### config.mk
export PLATFORM = sky130hd
export DESIGN_NAME = div16by8_seq
export DESIGN_NICKNAME = d
export VERILOG_FILES = /design/src/rtl/div_defs_pkg.sv /design/src/rtl/div_step.sv /design/src/rtl/fa8b.sv /design/src/rtl/div16by8_seq.sv
export SDC_FILE = /design/constraint.sdc
export NUM_CORES = 1
export LEC_CHECK = 0
export ABC_AREA = 1
export BUFFER_PORTS_ARGS = -buffer_cell sky130_fd_sc_hd__buf_4
export CAP_MARGIN = 30
export CORE_MARGIN = 2
export CORE_UTILIZATION = 45
export CTS_CLUSTER_DIAMETER = 30
export CTS_CLUSTER_SIZE = 20
export DETAILED_ROUTE_END_ITERATION = 8
export GPL_TIMING_DRIVEN = 0
export PLACE_DENSITY = 0.66
export RECOVER_POWER = 25
export SLEW_MARGIN = 10
export SYNTH_ARGS = -nofsm -noshare
export SYNTH_HDL_FRONTEND = slang
export SYNTH_SLANG_ARGS = --single-unit
### constraint.sdc
create_clock -name clk -period 3.6 [get_ports clk]
set_input_delay 0.54 -clock clk [delete_from_list [all_inputs] [get_ports clk]]
set_output_delay 0.54 -clock clk [all_outputs]
set_load 0.005 [all_outputs]
### src/rtl/div_defs_pkg.sv
// div_defs_pkg: shared definitions for the sequential 16/8 divider.
//   state_t  - FSM encoding (IDLE, CHECK, RUN, DONE)
//   DW       - operand width of divisor, quotient and remainder
//   ITER     - number of restoring iterations (one quotient bit each)
//   ERR_QUO  - quotient reported on divide-by-zero or quotient overflow
package div_defs_pkg;

   localparam int DW   = 8;
   localparam int ITER = 8;

   localparam logic [DW-1:0] ERR_QUO = 8'hFF;

   typedef enum logic [1:0] {
      IDLE  = 2'd0,
      CHECK = 2'd1,
      RUN   = 2'd2,
      DONE  = 2'd3
   } state_t;

endpackage

### src/rtl/div_step.sv
// div_step: one restoring-division iteration (purely combinational).
//   p        - partial remainder with the next dividend bit appended (9 bits)
//   divisor  - divisor
//   qbit     - resolved quotient bit (1 when p >= divisor)
//   r_next   - partial remainder for the next iteration
module div_step
   import div_defs_pkg::*;
(
   input  logic [DW:0]   p,
   input  logic [DW-1:0] divisor,
   output logic          qbit,
   output logic [DW-1:0] r_next
);

   logic [DW-1:0] diff;
   logic          cout;

   // p[7:0] - divisor as p[7:0] + ~divisor + 1; cout=1 means no borrow.
   fa8b u_sub (
      .a    (p[DW-1:0]),
      .b    (~divisor),
      .cin  (1'b1),
      .sum  (diff),
      .cout (cout)
   );

   // When p[8] is set, p >= 256 > divisor. Because the incoming remainder
   // is below the divisor, p - divisor still fits 8 bits, so the wrapped
   // low-byte difference is the exact result.
   assign qbit   = p[DW] | cout;
   assign r_next = qbit ? diff : p[DW-1:0];

endmodule

### src/rtl/fa8b.sv
// fa8b: 8-bit adder with carry in/out, shared with the multiplier datapath.
//   a, b  - addends
//   cin   - carry in
//   sum   - 8-bit sum
//   cout  - carry out
module fa8b (
   input  logic [7:0] a,
   input  logic [7:0] b,
   input  logic       cin,
   output logic [7:0] sum,
   output logic       cout
);

   assign {cout, sum} = {1'b0, a} + {1'b0, b} + {8'b0, cin};

endmodule

### src/rtl/div16by8_seq.sv
// div16by8_seq: sequential restoring divider, 16-bit dividend / 8-bit divisor.
//   clk, rst   - rising-edge clock, synchronous active-high reset
//   start      - request, sampled only in IDLE
//   dividend   - 16-bit dividend, captured on the accepted start edge
//   divisor    - 8-bit divisor, captured on the accepted start edge
//   quo, rem   - 8-bit quotient / remainder, held until the next completion
//   busy       - high from the accept edge until DONE is left
//   done       - one-cycle completion pulse
//   dz, ovf    - divide-by-zero / quotient-overflow flags, valid with done
//   dbg_state  - current FSM state, for observation only
//
// Handshake: a request is accepted on a rising edge where start=1 and the
// block is in IDLE (busy=0); operands are captured on that edge and start is
// ignored until busy falls. Completion is signalled by done=1 for exactly one
// cycle, with quo/rem/dz/ovf valid in that cycle; there is no back-pressure.
module div16by8_seq
   import div_defs_pkg::*;
(
   input  logic            clk,
   input  logic            rst,
   input  logic            start,
   input  logic [2*DW-1:0] dividend,
   input  logic [DW-1:0]   divisor,
   output logic [DW-1:0]   quo,
   output logic [DW-1:0]   rem,
   output logic            busy,
   output logic            done,
   output logic            dz,
   output logic            ovf,
   output state_t          dbg_state
);

   state_t        state, state_n;
   logic [DW-1:0] r, r_n;        // partial remainder
   logic [DW-1:0] s, s_n;        // dividend low bits out, quotient bits in
   logic [DW-1:0] dvs, dvs_n;    // latched divisor
   logic [2:0]    cnt, cnt_n;    // iteration counter
   logic [DW-1:0] quo_n, rem_n;
   logic          busy_n, done_n, dz_n, ovf_n;

   logic          qbit;
   logic [DW-1:0] step_r;

   div_step u_step (
      .p       ({r, s[DW-1]}),
      .divisor (dvs),
      .qbit    (qbit),
      .r_next  (step_r)
   );

   always_comb begin
      state_n = state;
      r_n     = r;
      s_n     = s;
      dvs_n   = dvs;
      cnt_n   = cnt;
      quo_n   = quo;
      rem_n   = rem;
      busy_n  = busy;
      done_n  = 1'b0;
      dz_n    = dz;
      ovf_n   = ovf;
      case (state)
         IDLE: begin
            if (start) begin
               // High byte goes straight into R and low byte into S, so
               // CHECK only has to decide whether to enter RUN.
               r_n     = dividend[2*DW-1:DW];
               s_n     = dividend[DW-1:0];
               dvs_n   = divisor;
               cnt_n   = '0;
               dz_n    = 1'b0;
               ovf_n   = 1'b0;
               busy_n  = 1'b1;
               state_n = CHECK;
            end
         end
         CHECK: begin
            if (dvs == '0) begin
               dz_n    = 1'b1;
               quo_n   = ERR_QUO;
               rem_n   = s;
               done_n  = 1'b1;
               state_n = DONE;
            end else if (r >= dvs) begin
               // Quotient would need more than 8 bits.
               ovf_n   = 1'b1;
               quo_n   = ERR_QUO;
               rem_n   = s;
               done_n  = 1'b1;
               state_n = DONE;
            end else begin
               cnt_n   = '0;
               state_n = RUN;
            end
         end
         RUN: begin
            r_n   = step_r;
            s_n   = {s[DW-2:0], qbit};
            cnt_n = cnt + 3'd1;
            if (cnt == 3'(ITER - 1)) begin
               quo_n   = {s[DW-2:0], qbit};
               rem_n   = step_r;
               done_n  = 1'b1;
               state_n = DONE;
            end
         end
         DONE: begin
            busy_n  = 1'b0;
            state_n = IDLE;
         end
         default: begin
            state_n = IDLE;
         end
      endcase
   end

   always_ff @(posedge clk) begin
      if (rst) begin
         state <= IDLE;
         r     <= '0;
         s     <= '0;
         dvs   <= '0;
         cnt   <= '0;
         quo   <= '0;
         rem   <= '0;
         busy  <= 1'b0;
         done  <= 1'b0;
         dz    <= 1'b0;
         ovf   <= 1'b0;
      end else begin
         state <= state_n;
         r     <= r_n;
         s     <= s_n;
         dvs   <= dvs_n;
         cnt   <= cnt_n;
         quo   <= quo_n;
         rem   <= rem_n;
         busy  <= busy_n;
         done  <= done_n;
         dz    <= dz_n;
         ovf   <= ovf_n;
      end
   end

   assign dbg_state = state;

endmodule
; ---- Yosys cells after proc, flatten, opt, wreduce, memory -nomap -nowiden
; Cells that the tools add are included.
[word_totals]
register_bits = 49
inputBits = 27
output_inout_bits = 22
word_cells = 77
[classes]
n_addsub = 3
n_lt_le_gt_ge = 1
eq_ne = 11
mux = 34
bitwise_logic = 2
reduce_logical = 15
[ops]
columns = operator, count
row1 = $mux 8, 9
row2 = $pmux 8 s2, 4
row3 = $ne 2x2->1 const B, 6
row4 = $mux 1, 10
row5 = $add 8x8->9, 1
row6 = $add 9x1->9 const B, 1
row7 = $mux 3, 3
row8 = $pmux 3 s3, 1
row9 = $ge 8x8->1, 1
row10 = $logic_not 8->1, 1
row11 = $not 8->8, 1
row12 = $pmux 1 s2, 4
row13 = $pmux 2 s4, 1
row14 = $reduce_and 2->1, 4
row15 = $reduce_and 4->1, 2
row16 = $reduce_bool 2->1, 4
row17 = $reduce_and 3->1, 2
row18 = $eq 2x2->1 const B, 2
row19 = $mux 2, 2
row20 = $add 3x1->3 const B, 1
row21 = $eq 3x3->1 const B, 1
row22 = $ne 3x3->1 const B, 1
row23 = $reduce_bool 3->1, 1
row24 = $eq 2x1->1 const B, 1
row25 = other kinds (2), 2

; ---- Depth between registers and ports, before layout
; Gate-level depths: netlist of the first run.
[depth]
depth_word = 7
mapped_depth = 15

; ---- Hierarchy
; A second synthesis of the first run with hierarchy kept.
[hier_totals]
cells_unflattened = 423
area_unflattened_um2 = 3010.4
[modules_own_cells]
columns = mod, instances, cells_each, area_per_inst_um2, seq_area_each_um2
row1 = div16by8_seq, 1, 327, 2449.8, 980.9
row2 = fa8b, 1, 59, 384.1, 0.0
row3 = div_step, 1, 37, 176.4, 0.0

; ---- Worst setup path after synthesis of the first run
; No wires, ideal clock.
[synth_path]
kind = reg2reg
from = reg s[7]
to = reg rem[5]
t_arrival_ns = 1.665
t_required_ns = 3.487
path_slack_ns = 1.823
path_stages_with_launch = 14
synth_period_minus_slack_ns = 1.777
path_cell_list = dfxtp_1 inv_1 ha_1 fa_1 inv_1 nand2_1 nand2_2 nand2_2 nand3_4 nor2_8 nand2_1 nand3_1 nor2_1 nor2_1
[synth_via]
elab_chain_len = 6
[synth_lines]
columns = item, line_no
row1 = start: declaration, div16by8_seq.sv:35  ; logic [DW-1:0] s, s_n;
row2 = start signal: assignment, div16by8_seq.sv:134  ; s <= s_n;
row3 = $add 8x8->9 *, fa8b.sv:14  ; assign {cout, sum} = {1'b0, a} + {1'b0, b} + {8'b0, cin};
row4 = $add 9x1->9 *, fa8b.sv:14
row5 = $or 1x1->1, div_step.sv:30  ; assign qbit = p[DW] | cout;
row6 = $mux 8 *, div_step.sv:31  ; assign r_next = qbit ? diff : p[DW-1:0];
row7 = $mux 8 *, div16by8_seq.sv:101  ; if (cnt == 3'(ITER - 1)) begin
row8 = $pmux 8 s2 *, div16by8_seq.sv:63  ; case (state)
row9 = end signal: assignment, div16by8_seq.sv:138  ; rem <= rem_n;
row10 = end: declaration, div16by8_seq.sv:25  ; output logic [DW-1:0] rem,
; Every way passes the cells marked *; elsewhere a longest branch is shown, timed or not. The select of a mux whose other input is x is not followed.
; A chain may end at the register's enable or synchronous reset.

; ---- Final worst setup path of the first run
[layout_path]
from = reg s[7]
to = reg rem[7]
[layout_via]
elab_chain_len = 6
[layout_lines]
columns = item, line_no
row1 = $add 8x8->9, fa8b.sv:14
row2 = $add 9x1->9, fa8b.sv:14
row3 = $or 1x1->1, div_step.sv:30
row4 = $mux 8, div_step.sv:31
row5 = $mux 8, div16by8_seq.sv:101
row6 = $pmux 8 s2 *, div16by8_seq.sv:63
; Marks and branches as above.

==> load_flow_metrics.sql, run 1 <==
INSERT INTO impl_metrics (metric_group, metric, value, unit) VALUES
('cts', 'cts.path.max_buffers', '2', ''),
('sta', 'final.setup.tns', '0', 'ns'),
('floorplanning', 'fp.dieW', '87.0', 'microns'),
('critical_path', 'worst-path-max-fanout', '9', ''),
('min_path', 'hold_path.startpoint', 'ovf', ''),
('synth', 'syn_area', '0.00310', 'sq mm'),
('synth', 'synth_sequential_area_ratio', '31.7', '%'),
('synth', 'syn_avg_cell_area', '6.84', 'sq um'),
('pwr', 'vdd_drop_max', '0.000381', 'V'),
('cts', 'clock_input_transition_at_the_sequential_cells_of_the_worst_setup_and_hold_paths', '0.10', 'ns'),
('critical_path', 'arrival', '2.31', 'ns'),
('synth', 'syn-num-nets', '504', ''),
('critical_path', 'worst_ep_required_time', '3.85', 'ns'),
('synth', 'synth.ff_latch_count', '49', ''),
('pwr', 'sequentialPowerShare', '27.2', '%'),
('detailed_routing', 'postRouteWirelength', '7380', 'microns'),
('critical_path', 'worstReg2RegStart', 's[7]', ''),
('layout', 'finish.net_count', '559', ''),
('grt', 'global_router_s_overall_resource_usage', '20.9', '%'),
('layout', 'postLayoutCellArea', '0.00367', 'sq mm'),
('cts', 'post_cts_setup_inserts', '0', ''),
('sta', 'timing_max_transition_violations_final', '0', ''),
('cts', 'clock_sink_count', '49', ''),
('synth', 'synthesis.yosys.warnings', '0', ''),
('job', 'maxCapViolations', '0', ''),
('synth', 'synth-async-reset-ratio', '0', '%'),
('place', 'placedInstanceArea', '0.00356', 'sq mm'),
('floorplanning', 'rows', '30', ''),
('cts', 'numCtsBuffers', '5', ''),
('critical_path', 'critical_path.most_common_cell', 'sky130_fd_sc_hd__nand2_1', ''),
('synth', 'synth-compound-area-share', '13.3', '%'),
('grt', 'initial_antenna_violation_count', '0', ''),
('layout', 'area_growth', '18.5', '%'),
('sta', 'post-route-period-util', '57.2', '%'),
('detailed_routing', 'average_via_count_per_standard_cell', '4.98', ''),
('sta', 'rsz0062_at_grt', 'no', ''),
('synth', 'synth_xor_xnor_area_share', '0.565', '%'),
('cts', 'cts_resized', '0', ''),
('cts', 'cts-hold-fix-buffers', '0', ''),
('detailed_routing', 'drt_iter0_markers', '156', ''),
('synth', 'primary_ff_master_synth', 'sky130_fd_sc_hd__dfxtp_1', ''),
('critical_path', 'path_buf_inv', '3', ''),
('place', 'place_hpwl', '5770', 'microns'),
('sta', 'worstMarginPinSlew', '0.588', 'ns'),
('grt', 'grt_max_degree', '17', ''),
('grt', 'grt_pass1_vias', '2778', ''),
('sta', 'final-hold-violation-count', '0', ''),
('pwr', 'switching_power', '1540', 'uW'),
('grt', 'overall_overflow_remaining_after_global_route', '0', ''),
('min_path', 'worst_hold_path_type', 'reg -> reg', ''),
('critical_path', 'r2r_setup_slack', '1.54', 'ns'),
('place', 'placed_cells_incl_taps', '581', ''),
('sta', 'fmaxAchievable', '485', 'MHz'),
('pwr', 'power_density', '898', 'mW/mm^2'),
('layout', 'diodes', '0', ''),
('critical_path', 'reg2reg_depth', '14', ''),
('detailed_routing', 'detailed_routing_iterations_pass_1', '4', ''),
('detailed_routing', 'post-route-drc-count', '0', ''),
('synth', 'post_synth_inst_count', '453', ''),
('min_path', 'hold-path-cell-count', '2', ''),
('sta', 'finalClockSkew', '0.00892', 'ns'),
('synth', 'post_synth_num_cell_types', '34', ''),
('layout', 'share_of_post_route_cells_with_drive_strength_above_1', '18.7', '%'),
('synth', 'synth-edff-count', '0', ''),
('synth', 'adder_cell_share_of_the_synthesized_area', '9.94', '%'),
('critical_path', 'worst_path_largest_cell_delay', '0.41', 'ns'),
('floorplanning', 'pin_count', '49', ''),
('synth', 'yosys.cell_count.top_type', 'sky130_fd_sc_hd__nand2_1', ''),
('critical_path', 'worst-setup-path-type', 'reg -> reg', ''),
('pwr', 'p_int', '1750', 'uW'),
('outcome', 'outcome', 'completed', '');
-- cell type report --
class / instances / area, sq um
Tap cell: 80 / 100
Inverter: 64 / 240
Fill cell: 697 / 3050
Buffer: 16 / 91.3
Clock buffer: 5 / 68.8
Multi-Input combinational cell: 324 / 1790
Sequential cell: 49 / 981
Clock inverter: 3 / 43.8
Timing Repair Buffer: 48 / 360
-- routing by layer --
layer / up-vias / wire length, microns / GRT usage (%)
met5: - / 0 / 0
met4: 0 / 85 / 5.68
met3: 9 / 382 / 2.94
met2: 59 / 3420 / 35.0
met1: 1293 / 3500 / 28.0
li1: 1574 / - / -
-- flip-flops by register name, summed over array words and instances (netlist names) --
name,flops
r,8
done,1
s,8
rem,8
ovf,1
dbg_state,2
dvs,8
quo,8
busy,1
dz,1
cnt,3
-- per-stage QoR --
step                      worst slack [ns]  total power (uW)  utilization (%)
after floorplan                       1.82              2380                -
after global placement                1.61              2860             53.0
after detailed placement              1.58              2900             53.0
after CTS                             1.56              3320             54.6
after global routing                  1.38              3650             54.6
final                                 1.54              3300             54.6
-- logic make-up after synthesis --
| group | count (synthesis) |
|---|---|
| AOI/OAI and AO/OA | 71 |
| xor gates and xnor gates | 2 |
| adders and majority gates | 24 |
| buffers and inverters | 80 |
| DFF | 49 |
| and+or+nand+nor | 227 |
-- worst max-delay path by stage --
stage | start | endpoint | cells after the start
floorplan | s[7] | rem[5] | 13
CTS | s[7] | rem[7] | 14
global route | s[7] | rem[7] | 14
global placement | s[7] | rem[7] | 13
finish | s[7] | rem[7] | 14
detailed placement | s[7] | rem[7] | 13
-- power groups by stage --
stage / combinational (uW) / clock (uW) / sequential, uW
6_report: 1980 / 417 / 897
5_1_grt: 2290 / 441 / 923
4_1_cts: 1990 / 421 / 901
3_5_place_dp: 1980 / 0 / 914
3_3_place_gp: 1950 / 0 / 912
2_1_floorplan: 1500 / 0 / 879
-- cells in the final DEF, fill, tap and decap left out --
master | netlist | final
sky130_fd_sc_hd__o21ai_0 | 15 | 15
sky130_fd_sc_hd__nor2_8 | 1 | 1
sky130_fd_sc_hd__nand2_4 | 1 | 1
sky130_fd_sc_hd__ha_1 | 23 | 23
sky130_fd_sc_hd__bufinv_16 | 0 | 1
sky130_fd_sc_hd__inv_2 | 8 | 8
sky130_fd_sc_hd__nand4_4 | 1 | 1
sky130_fd_sc_hd__o21ai_1 | 1 | 1
sky130_fd_sc_hd__nand3_4 | 1 | 1
sky130_fd_sc_hd__clkbuf_8 | 0 | 5
sky130_fd_sc_hd__or2_2 | 7 | 7
sky130_fd_sc_hd__buf_4 | 2 | 33
sky130_fd_sc_hd__clkbuf_4 | 0 | 17
sky130_fd_sc_hd__nand4_1 | 4 | 4
sky130_fd_sc_hd__fa_1 | 1 | 1
sky130_fd_sc_hd__a21oi_1 | 36 | 36
sky130_fd_sc_hd__nor2_1 | 50 | 50
sky130_fd_sc_hd__xnor2_1 | 1 | 1
sky130_fd_sc_hd__nor2_4 | 2 | 2
sky130_fd_sc_hd__inv_1 | 56 | 56
sky130_fd_sc_hd__inv_6 | 0 | 1
sky130_fd_sc_hd__clkinv_2 | 0 | 1
sky130_fd_sc_hd__nand2_1 | 103 | 103
sky130_fd_sc_hd__a31oi_1 | 1 | 1
sky130_fd_sc_hd__buf_8 | 1 | 1
sky130_fd_sc_hd__a21oi_2 | 1 | 1
sky130_fd_sc_hd__a211oi_1 | 7 | 7
sky130_fd_sc_hd__a21o_1 | 1 | 1
sky130_fd_sc_hd__nand2_2 | 6 | 6
sky130_fd_sc_hd__buf_2 | 4 | 4
sky130_fd_sc_hd__xor2_1 | 1 | 1
sky130_fd_sc_hd__buf_6 | 1 | 1
sky130_fd_sc_hd__o21bai_1 | 8 | 8
sky130_fd_sc_hd__clkbuf_1 | 8 | 8
sky130_fd_sc_hd__dfxtp_1 | 49 | 49
sky130_fd_sc_hd__nand3_1 | 47 | 47
sky130_fd_sc_hd__nand3b_1 | 2 | 2
sky130_fd_sc_hd__o21ai_4 | 1 | 1
sky130_fd_sc_hd__nand4_2 | 2 | 2
-- tightest hold or removal path, stage by stage, from the launching register on --
cell and delay, ns:
sky130_fd_sc_hd__dfxtp_1 0.33, sky130_fd_sc_hd__nand2_1 0.06, sky130_fd_sc_hd__a21oi_1 0.05
(Power assumes the default switching activity.)
==> run 2, diff against run 1 <==
- clock period: 3.6 -> 2 ns (I/O delays scaled with it)
==> run 2 against run 1 <==
  * Critical path type unchanged
  * Via count rose by 3.4%
  * Die area is the same
  * Register-to-register slack worse by 1.5 ns
==> load_flow_metrics.sql, run 2 (synthesis gave the netlist of run 1 again) <==
INSERT INTO impl_metrics (metric_group, metric, value, unit) VALUES
('detailed_routing', 'drt_iter0_markers', '157', ''),
('grt', 'grt_max_degree', '17', ''),
('place', 'port_buffers', '48', ''),
('detailed_routing', 'post_drt_wl_per_cell', '13.2', 'microns'),
('layout', 'area_growth', '23.9', '%'),
('place', 'place_hpwl', '5770', 'microns'),
('min_path', 'hold_end', 'dvs[2]', ''),
('cts', 'clock_sink_count', '49', ''),
('layout', 'leading_cell_type_in_the_layout_fill_and_taps_excluded', 'sky130_fd_sc_hd__nand2_1', ''),
('sta', 'worstMarginPinSlew', '0.590', 'ns'),
('place', 'placedInstanceArea', '0.00356', 'sq mm'),
('pwr', 'finalPower', '6320', 'uW'),
('pwr', 'static-leakage-power', '0.00198', 'uW'),
('floorplanning', 'rows', '30', ''),
('sta', 'timing.final.setup_violations', '0', ''),
('outcome', 'outcome', 'completed', ''),
('detailed_routing', 'detailed_routing_iterations_pass_1', '4', ''),
('critical_path', 'r2r_end', 'r[2]', ''),
('sta', 'fmaxAchievable', '520', 'MHz'),
('detailed_routing', 'detailroute.wirelength.met2', '3640', 'microns'),
('critical_path', 'r2r_setup_slack', '0.08', 'ns'),
('layout', 'mostFrequentLayoutCells', '94 x sky130_fd_sc_hd__nand2_1, 54 x sky130_fd_sc_hd__inv_1, 48 x sky130_fd_sc_hd__nor2_1', ''),
('sta', 'period_minus_slack', '1.92', 'ns'),
('cts', 'clock_input_transition_at_the_sequential_cells_of_the_worst_setup_and_hold_paths', '0.10', 'ns'),
('critical_path', 'worst-path-max-fanout', '6', ''),
('layout', 'finish.net_count', '567', ''),
('sta', 'rsz0062_at_grt', 'yes', ''),
('detailed_routing', 'average_via_count_per_standard_cell', '5.09', ''),
('layout', 'postLayoutCellArea', '0.00384', 'sq mm'),
('cts', 'numCtsBuffers', '5', ''),
('critical_path', 'worst_ep_required_time', '2.26', 'ns'),
('cts', 'htree_levels', '2', ''),
('grt', 'initial_antenna_violation_count', '0', ''),
('place', 'finalWeightedCongestion', '0.856', ''),
('layout', 'share_of_post_route_cells_with_drive_strength_above_1', '25.9', '%'),
('floorplanning', 'core-area', '0.00672', 'sq mm'),
('floorplanning', 'pin_count', '49', ''),
('min_path', 'worst_hold_path_type', 'in -> reg', ''),
('critical_path', 'worst-setup-path-type', 'reg -> reg', ''),
('grt', 'grt_pass1_vias', '2817', ''),
('floorplanning', 'initial_core_util', '46.1', '%'),
('detailed_routing', 'sum_of_routed_wire_segments_on_met1', '3670', 'microns'),
('sta', 'final-hold-violation-count', '0', ''),
('grt', 'global_router_s_overall_resource_usage', '21.2', '%'),
('job', 'maxCapViolations', '0', ''),
('sta', 'post-route-period-util', '96.1', '%'),
('detailed_routing', 'post-route-drc-count', '0', ''),
('layout', 'final_core_util', '57.1', '%'),
('detailed_routing', 'ant_nets', '0', ''),
('pwr', 'power_density', '1650', 'mW/mm^2'),
('detailed_routing', 'dr_total_vias', '3036', ''),
('cts', 'worstSkewPairLatency', '0.31', 'ns'),
('cts', 'cts-hold-fix-buffers', '0', ''),
('critical_path', 'arrival', '2.18', 'ns'),
('cts', 'tritoncts', 'done', ''),
('critical_path', 'start_kind', 'register', ''),
('detailed_routing', 'met3_wirelength', '435', 'microns'),
('min_path', 'hold_path.startpoint', 'divisor[2]', ''),
('grt', 'grt_pass1_wl', '12800', 'microns'),
('layout', 'diodes', '0', ''),
('critical_path', 'crit_start', 's[7]', ''),
('cts', 'clock_tree.root_cell', 'sky130_fd_sc_hd__clkbuf_8', ''),
('critical_path', 'end_kind', 'register', ''),
('cts', 'cts.path.max_buffers', '2', ''),
('pwr', 'vdd_drop_max', '0.000676', 'V'),
('sta', 'timing_max_transition_violations_final', '0', ''),
('detailed_routing', 'postRouteWirelength', '7850', 'microns'),
('grt', 'overall_overflow_remaining_after_global_route', '0', ''),
('critical_path', 'reg2reg_depth', '12', ''),
('min_path', 'hold-path-cell-count', '3', ''),
('floorplanning', 'fp.dieW', '87.0', 'microns'),
('floorplanning', 'die_h', '87.0', 'microns'),
('sta', 'headroom_to_the_max_slew_limit', '60.7', '%'),
('sta', 'postLayoutSetupSlackWorst', '0.0779', 'ns'),
('critical_path', 'worstReg2RegStart', 's[7]', ''),
('detailed_routing', 'routed.top_layer', 'met4', ''),
('sta', 'finalClockSkew', '0.0100', 'ns'),
('floorplanning', 'floorplan.die_area', '0.00756', 'sq mm'),
('place', 'preCtsSetupSlack', '-0.0219', 'ns');
==> run 2: cell types whose count changed in the layout (fill, tap and decap cells not counted), sizes merged <==
cell and change:
clkbuf -1, nor2 +1, buf +7, nand3 +1
==> run 2: how the worst max path moves through the flow <==
stage / end / slack (ns) / cells past startpoint
finish: r[2] / 0.08 / 12
global route: rem[1] / -0.04 / 12
CTS: r[2] / 0.05 / 8
detailed placement: rem[7] / -0.02 / 13
global placement: rem[7] / 0.01 / 13
floorplan: rem[5] / 0.22 / 13
==> run 2: critical path: stages, from the launching register on <==
cell                      delay (ns)
sky130_fd_sc_hd__dfxtp_2        0.35
sky130_fd_sc_hd__inv_2          0.05
sky130_fd_sc_hd__ha_4           0.16
sky130_fd_sc_hd__fa_2           0.38
sky130_fd_sc_hd__inv_2          0.07
sky130_fd_sc_hd__nand2_1        0.06
sky130_fd_sc_hd__nand2_2        0.11
sky130_fd_sc_hd__nand2_4        0.08
sky130_fd_sc_hd__nand3_4        0.15
sky130_fd_sc_hd__nand3_1        0.16
sky130_fd_sc_hd__nand3_1        0.13
sky130_fd_sc_hd__nand3_1        0.08
sky130_fd_sc_hd__inv_1          0.09
==> run 2: where the power goes <==
group / internal, uW / switching, uW
Clock: 376 / 379
Combinational: 1590 / 2330
Sequential: 1360 / 290
Total: 3320 / 3000
==> run 2: final cells by class <==
cell class              count  area [sq um]
fillers                   685          2880
clock inverters             3          43.8
plain buffers              16          95.1
multi-input cells         326          1900
clock buffers               5          68.8
well taps                  80           100
flip-flops and latches     49           990
repair buffers             54           405
inverters                  64           240
==> run 2: metrics by stage <==
stage / TNS [ns] / std cells / hold WS (ns)
3_3_place_gp: 0 / 581 / 0.455
5_1_grt: -0.152 / 597 / 0.298
6_report: 0 / 597 / 0.267
4_1_cts: 0 / 590 / 0.274
2_1_floorplan: 0 / 453 / 0.456
3_5_place_dp: -0.0219 / 581 / 0.461
==> run 2: timing repair <==
| action | in CTS | in global routing |
|---|---|---|
| pin swaps | 0 | 12 |
| setup endpoints to repair | 5 | 31 |
| endpoints found under the hold margin | 0 | 0 |
| buffers inserted | 0 | 6 |
| cloned | 1 | 1 |
| gates resized for setup | 2 | 35 |
==> run 2: layer usage <==
| metal | GRT usage [%] | up-vias |
|---|---|---|
| met5 | 0 | - |
| met4 | 6.39 | 0 |
| met3 | 3.60 | 11 |
| met2 | 35.3 | 74 |
| met1 | 28.0 | 1355 |
| li1 | - | 1596 |
==> run 3, diff against run 2 <==
- GPL_TIMING_DRIVEN: 0 -> unset
==> run 3 against run 2 <==
  * Sequential power hardly changed
  * Critical endpoint is now rem[2]
  * Power is 5.5% lower
  * Register-to-register slack better by 0.07 ns
  * Largest power group unchanged
  * Largest cell class unchanged
  * Die area stayed put
  * Critical path type unchanged
  * Clock skew is 0.0078 ns higher
  * Combinational power is 7.4% lower
  * Sequential share of layout area is 0.81 points higher
  * Core utilization is 2.0 points lower
==> load_flow_metrics.sql, run 3 (synthesis gave the netlist of run 1 again) <==
INSERT INTO impl_metrics (metric_group, metric, value, unit) VALUES
('pwr', 'vdd_drop_max', '0.000748', 'V'),
('pwr', 'power_density', '1610', 'mW/mm^2'),
('sta', 'post-route-period-util', '92.8', '%'),
('layout', 'finish.net_count', '557', ''),
('critical_path', 'r2r_setup_slack', '0.14', 'ns'),
('cts', 'cts.path.max_buffers', '2', ''),
('sta', 'final-hold-violation-count', '0', ''),
('critical_path', 'worst_setup_path_endpoint', 'rem[2]', ''),
('layout', 'postLayoutCellArea', '0.00370', 'sq mm'),
('cts', 'tritoncts', 'done', ''),
('critical_path', 'end_kind', 'register', ''),
('place', 'placed_cells_incl_taps', '578', ''),
('layout', 'stdcell_count', '587', ''),
('pwr', 'finalPower', '5970', 'uW'),
('detailed_routing', 'average_via_count_per_standard_cell', '4.96', ''),
('sta', 'worstMarginPinSlew', '0.379', 'ns'),
('cts', 'htree_levels', '2', ''),
('floorplanning', 'rows', '30', ''),
('detailed_routing', 'dr_total_vias', '2914', ''),
('detailed_routing', 'post_drt_wl_per_cell', '12.4', 'microns'),
('place', 'port_buffers', '48', ''),
('outcome', 'outcome', 'completed', ''),
('cts', 'post_cts_setup_inserts', '0', ''),
('critical_path', 'arrival', '2.11', 'ns'),
('sta', 'timing_max_transition_violations_final', '0', ''),
('critical_path', 'reg2reg_depth', '10', ''),
('critical_path', 'crit_start', 'r[5]', ''),
('min_path', 'worst_hold_path_type', 'in -> reg', ''),
('sta', 'timing.final.setup_violations', '0', ''),
('critical_path', 'worst-setup-path-type', 'reg -> reg', ''),
('detailed_routing', 'postRouteWirelength', '7250', 'microns'),
('critical_path', 'worstReg2RegStart', 'r[5]', ''),
('grt', 'grt_pass1_vias', '2820', ''),
('layout', 'fillers', '679', ''),
('critical_path', 'start_kind', 'register', ''),
('layout', 'share_of_post_route_cells_with_drive_strength_above_1', '21.1', '%'),
('floorplanning', 'fp.dieW', '87.0', 'microns'),
('layout', 'area_growth', '19.5', '%'),
('detailed_routing', 'detailed_routing_iterations_pass_1', '4', ''),
('cts', 'clock_input_transition_at_the_sequential_cells_of_the_worst_setup_and_hold_paths', '0.10', 'ns'),
('detailed_routing', 'drt_iter0_markers', '127', ''),
('cts', 'clock_tree.root_cell', 'sky130_fd_sc_hd__clkbuf_8', ''),
('cts', 'clock_sink_count', '49', ''),
('sta', 'fmaxAchievable', '539', 'MHz'),
('cts', 'cts_resized', '0', ''),
('grt', 'grt_max_degree', '27', ''),
('layout', 'diodes', '0', ''),
('cts', 'cts-hold-fix-buffers', '0', ''),
('floorplanning', 'pin_count', '49', ''),
('layout', 'mostFrequentLayoutCells', '101 x sky130_fd_sc_hd__nand2_1, 56 x sky130_fd_sc_hd__inv_1, 50 x sky130_fd_sc_hd__nor2_1', ''),
('cts', 'numCtsBuffers', '5', ''),
('floorplanning', 'die_h', '87.0', 'microns'),
('place', 'placedInstanceArea', '0.00356', 'sq mm'),
('grt', 'global_router_s_overall_resource_usage', '20.6', '%'),
('grt', 'initial_antenna_violation_count', '0', ''),
('cts', 'worstSkewPairLatency', '0.31', 'ns'),
('critical_path', 'worst-path-max-fanout', '9', ''),
('floorplanning', 'floorplan.die_area', '0.00756', 'sq mm'),
('job', 'maxCapViolations', '0', ''),
('sta', 'period_minus_slack', '1.86', 'ns'),
('place', 'place_hpwl', '5530', 'microns'),
('pwr', 'static-leakage-power', '0.00192', 'uW'),
('critical_path', 'r2r_end', 'rem[2]', ''),
('floorplanning', 'initial_core_util', '46.1', '%'),
('sta', 'final.setup.tns', '0', 'ns'),
('layout', 'leading_cell_type_in_the_layout_fill_and_taps_excluded', 'sky130_fd_sc_hd__nand2_1', ''),
('grt', 'grt_pass1_wl', '12400', 'microns'),
('sta', 'headroom_to_the_max_slew_limit', '74.6', '%'),
('sta', 'rsz0062_at_grt', 'yes', ''),
('sta', 'finalClockSkew', '0.0178', 'ns'),
('detailed_routing', 'ant_nets', '0', ''),
('place', 'finalWeightedCongestion', '0.868', ''),
('floorplanning', 'core-area', '0.00672', 'sq mm'),
('grt', 'overall_overflow_remaining_after_global_route', '0', ''),
('layout', 'final_core_util', '55.1', '%'),
('critical_path', 'worst_ep_required_time', '2.25', 'ns'),
('detailed_routing', 'post-route-drc-count', '0', '');
[run 3: changes by cell type in the layout (fill, tap and decap cells not counted), moves of 4 or more]
cell	change
sky130_fd_sc_hd__clkbuf_1	-5
sky130_fd_sc_hd__nand2_2	-6
sky130_fd_sc_hd__buf_4	+4
sky130_fd_sc_hd__dfxtp_2	-4
sky130_fd_sc_hd__buf_2	-4
sky130_fd_sc_hd__nand2_1	+7
sky130_fd_sc_hd__dfxtp_1	+4
[run 3: layout make-up]
class	instances	area [sq um]	share of cell area, %
Clock buffer	5	68.8	1.86
Clock inverter	3	43.8	1.18
Inverter	64	240	6.49
Multi-Input combinational cell	325	1800	48.7
Sequential cell	49	985	26.6
Tap cell	80	100	2.70
Timing Repair Buffer	61	462	12.5
[run 3: worst max-delay path, cell delays in order (launching register included)]
cell and delay, ns:
sky130_fd_sc_hd__dfxtp_1 0.44, sky130_fd_sc_hd__ha_1 0.31, sky130_fd_sc_hd__nand2_1 0.10, sky130_fd_sc_hd__inv_1 0.05, sky130_fd_sc_hd__a21oi_2 0.24, sky130_fd_sc_hd__nand3_4 0.16
sky130_fd_sc_hd__nor2_8 0.19, sky130_fd_sc_hd__nand2_1 0.10, sky130_fd_sc_hd__nand3_1 0.07, sky130_fd_sc_hd__nor2_1 0.04, sky130_fd_sc_hd__nor2_1 0.10
[run 3: layer usage]
metal | track usage [%] | share of wire [%] | vias up
met4 | 6.82 | 2.1 | 0
li1 | - | - | 1564
met5 | 0 | 0 | -
met2 | 34.5 | 48 | 52
met3 | 3.32 | 3.3 | 15
met1 | 26.8 | 47 | 1283
[run 3: power breakdown]
group          switching, uW  internal, uW  total, uW
clock network            346           375        721
logic                   2150          1480       3630
registers                272          1350       1620
[run 3: through the flow]
step | setup WS (ns) | hold slack [ns]
finish | 0.144 | 0.258
floorplan | 0.223 | 0.456
global placement | 0.124 | 0.455
CTS | 0.0622 | 0.243
detailed placement | 0.0725 | 0.458
global route | -0.0162 | 0.256
[run 3: worst min path at each step]
stage	from	to	slack (ns)	cells past startpoint
global placement	ovf	ovf	0.45	2
CTS	rst	ovf	0.24	2
global route	rst	dz	0.26	2
finish	rst	ovf	0.26	2
detailed placement	ovf	ovf	0.46	2
floorplan	ovf	ovf	0.46	2
